**src/rtl/rr_arb_mux_reg.sv**
```systemverilog
// N-to-1 valid/ready mux: round-robin or fixed-priority arbitration into a one-word output register.
// Latency: 1 cycle from accept (in_ready) to out_valid; one word per cycle when out_ready is held.
// Backpressure: out_valid && !out_ready freezes the output word, sel and pointer, and drops every in_ready.
module rr_arb_mux_reg #(
    parameter int WIDTH = 32,
    parameter int N     = 8,
    parameter int SELW  = $clog2(N)
) (
    input  logic                 clock,
    input  logic                 reset,
    input  logic                 mode,
    input  logic [N*WIDTH-1:0]   in_data,
    input  logic [N-1:0]         in_valid,
    output logic [N-1:0]         in_ready,
    output logic [WIDTH-1:0]     out_data,
    output logic [SELW-1:0]      out_sel,
    output logic                 out_valid,
    input  logic                 out_ready
);

    logic [SELW-1:0]  ptr;
    logic [SELW-1:0]  grant;
    logic [N-1:0]     hi_req;
    logic [N-1:0]     gnt_oh;
    logic [WIDTH-1:0] sel_data;
    logic             gnt_v;
    logic             load;

    function automatic logic [SELW-1:0] lowest_set(input logic [N-1:0] v);
        logic [SELW-1:0] r;
        r = '0;
        for (int i = N - 1; i >= 0; i--) begin
            if (v[i]) r = SELW'(i);
        end
        return r;
    endfunction

    assign load  = !out_valid || out_ready;
    assign gnt_v = |in_valid;

    // Round-robin as two priority passes: requesters above the last grant first,
    // then wrap to the lowest requester overall (which may be ptr itself).
    always_comb begin
        hi_req = '0;
        for (int i = 0; i < N; i++) begin
            hi_req[i] = in_valid[i] && (i > int'(ptr));
        end
        if (!mode && (|hi_req)) grant = lowest_set(hi_req);
        else                    grant = lowest_set(in_valid);
    end

    always_comb begin
        gnt_oh   = '0;
        sel_data = '0;
        for (int i = 0; i < N; i++) begin
            gnt_oh[i] = gnt_v && (grant == SELW'(i));
            sel_data  = sel_data | (in_data[i*WIDTH +: WIDTH] & {WIDTH{gnt_oh[i]}});
        end
    end

    assign in_ready = load ? gnt_oh : '0;

    always_ff @(posedge clock) begin
        if (reset) begin
            out_valid <= 1'b0;
            out_data  <= '0;
            out_sel   <= '0;
            ptr       <= SELW'(N - 1);
        end else if (load) begin
            if (gnt_v) begin
                out_data  <= sel_data;
                out_sel   <= grant;
                out_valid <= 1'b1;
                ptr       <= grant;
            end else begin
                out_valid <= 1'b0;
            end
        end
    end

endmodule

```
**config.mk**
```make
export PLATFORM = sky130hd
export DESIGN_NAME = rr_arb_mux_reg
export DESIGN_NICKNAME = d
export VERILOG_FILES = /design/src/rtl/rr_arb_mux_reg.sv
export SDC_FILE = /design/constraint.sdc
export NUM_CORES = 1
export LEC_CHECK = 0
export CAP_MARGIN = 20
export CORE_MARGIN = 8
export CORE_UTILIZATION = 35
export DETAILED_ROUTE_END_ITERATION = 10
export GPL_TIMING_DRIVEN = 1
export PLACE_DENSITY = 0.86
export SLEW_MARGIN = 20
export SYNTH_ARGS = -nofsm -noshare
export SYNTH_HDL_FRONTEND = slang
export SYNTH_SLANG_ARGS = --single-unit
```
**constraint.sdc**
```tcl
create_clock -name clock -period 7.95 [get_ports clock]
set_input_delay 1.1925 -clock clock [delete_from_list [all_inputs] [get_ports clock]]
set_output_delay 1.1925 -clock clock [all_outputs]
set_load 0.005 [all_outputs]
```
==> impl_metrics.ini <==
[power_and_ir_drop]
internal_power_uw = 584
comb_power_share = 0.592
max-vdd-ir-drop_uv = 76.7
power.static_leakage_uw = 0.00261
seq_power_share = 0.258
p_clk_frac = 0.151
p_switching_uw = 369
p_sw_frac = 0.387
p_per_area_nw_per_um2 = 137

[timing]
worst_slew_pin_slew_ns = 1.13
final.setup_skew_ns = 0.00865
slew_viol_final = 0
min_period_ns = 5.78
finalCritPeriodShare = 0.727
tns_ns = 0
grt_setup_unrepaired = no
finalSetupViolations = 0
max_slew_margin = 0.244
max_freq_mhz = 173
hold_viol_final = 0

[clock_tree]
cts-resized-gates = 0
clockBufferDepth = 2
htreeDepth = 2
numCtsBuffers = 5
clockRootBuffer = clkbuf_8
path_clk_slew_ns = 0.07
hold_buffers = 0
cts.sinks = 39
clk_latency_ns = 0.29
cts_setup_buffers = 0
cts_tree = done

[hold_path]
holdCritPathClass = reg2reg

[yosys]
async_flop_share = 0
syn_avg_cell_area_um2 = 7.15
yosysSeqAreaShare = 0.207
syn_inst = 528
ys_types = 58
synth-seq-cells = 39
synth_edf_count = 0
syn-num-nets = 796
syn_area_um2 = 3780
yosys_warnings = 0
ys.flop_type = dfxtp_1

[detailed_routing]
drt-initial-drc-count = 428
final_antenna_net_count = 0
vias_per_cell = 5.92
vias = 5590
dr.pass1.iters = 5
wirelength_um = 21900
wl_per_cell_um = 23.1
drc = 0

[placed_design]
hpwl_um = 16800
placed_area_um2 = 6880
place.gp.congestion = 0.896
io_buffers = 311

[critical_path]
cp-end-kind = primary output
cp_max_fo = 35
path_class = in2out
worst-endpoint-arrival_ns = 4.59
critPathLaunchType = input pin
worstPathRequired_ns = 6.76

[global_route]
overflow = 0
grt_pass1_vias = 5726
grt_pass1_wl_um = 32400
grt.total_usage = 0.285
antenna_found_initial = 0
grt_max_degree = 56

[floorplan]
row_count = 38
die_x_um = 120
ioPinCount = 312
die_h_um = 120
dieArea_um2 = 14400
initial_core_util = 0.353
coreArea_um2 = 10700

[job]
max_cap_violations = 0

[layout]
fillCellCount = 882
final_nets = 1073
areaGrowthSynthToFinish_pct = 84.6
antennaDiodeCount = 0
drive_above_1_share = 0.0484
stdcell_area_um2 = 6970

[status]
status = completed
==> per-stage QoR <==
stage | hold WS, ns | setup slack [ns] | cells | total power (uW) | utilization
2_1_floorplan | 0.484 | 3.75 | 528 | 526 | -
6_report | 0.494 | 2.17 | 945 | 953 | 0.652
5_1_grt | 0.521 | 1.96 | 945 | 1000 | 0.652
3_5_place_dp | 0.480 | 2.16 | 938 | 806 | 0.644
3_3_place_gp | 0.479 | 2.29 | 938 | 799 | 0.644
4_1_cts | 0.496 | 2.16 | 945 | 953 | 0.652
==> flip-flops by register name, indices dropped and copies added (netlist names) <==
signal     cells
out_sel        3
out_valid      1
out_data      32
ptr            3
==> area by class of cell <==
class | count | area (um2) | area share
Multi-Input combinational cell | 437 | 2750 | 0.395
Clock buffer | 6 | 82.6 | 0.0118
Timing Repair Buffer | 318 | 3160 | 0.453
Clock inverter | 1 | 5.00 | 0.000718
Inverter | 4 | 15.0 | 0.00215
Tap cell | 140 | 175 | 0.0251
Sequential cell | 39 | 781 | 0.112
==> placed cells by master, fill, tap and decap left out, types with 5 or more instances in the layout <==
master and count:
clkdlybuf4s50_1 310, nand2_1 109, nor2_1 57, dfxtp_1 39, a21oi_1 34, mux2i_1 32, a311oi_1 24, nand3_1 22
a221oi_1 21, a32o_1 13, nor3_1 12, o21ai_0 8, o22ai_1 7, a211oi_1 7, buf_4 7, o211ai_1 6
o21bai_1 6, a32oi_1 6, clkbuf_8 6, mux2_2 5
==> power groups by stage <==
| stage | clock [uW] | combinational (uW) | sequential, uW |
|---|---|---|---|
| final | 144 | 564 | 246 |
| after global routing | 153 | 600 | 249 |
| after CTS | 149 | 560 | 245 |
| after detailed placement | 0 | 557 | 249 |
| after global placement | 0 | 551 | 248 |
| after floorplan | 0 | 280 | 246 |
==> per-layer routing <==
layer,wire length [um],up-vias,global-route usage
li1,-,2546,-
met5,0,-,0
met4,816,0,0.126
met3,2080,58,0.0719
met2,10600,400,0.496
met1,8330,2586,0.322
==> cells in the mapped netlist, types with 12 or more instances <==
library cell  instances  area (um2)
dfxtp_1              39         781
nor3_1               12        60.1
a311oi_1             24         210
nor2_1               58         218
nand2_1             109         409
a32o_1               13         130
a221oi_1             21         184
a21oi_1              34         170
buf_2                15        75.1
mux2i_1              32         320
nand3_1              22         110
clkbuf_1             22        82.6
==> worst max-delay path: stages <==
cell and delay [ns]:
clkdlybuf4s50_1 0.60, nor2_1 0.12, nor3_1 0.44, o41a_1 0.33, o22a_2 0.69, nand2_1 0.42, nor3_1 0.23, clkdlybuf4s50_1 0.54
==> kinds of logic after synthesis <==
| group | synth area share |
|---|---|
| and+or+nand+nor | 0.266 |
| AOI/OAI and AO/OA | 0.348 |
| buffers and inverters | 0.0706 |
| muxes | 0.109 |
| DFF | 0.207 |
==> final timing paths <==
check | endpoint | cells past startpoint | slack, ns | start
setup / recovery | in_ready[5] | 8 | 2.17 | in_valid[3]
hold / removal | out_sel[1]$_SDFFE_PP0P_ | 2 | 0.49 | out_sel[1]$_SDFFE_PP0P_
setup reg to reg | out_data[1]$_SDFFE_PP0P_ | 9 | 4.00 | ptr[1]$_SDFFE_PP1P_
hold reg to reg | out_sel[1]$_SDFFE_PP0P_ | 2 | 0.49 | out_sel[1]$_SDFFE_PP0P_
No activity file was read; power rests on OpenSTA's default activity.
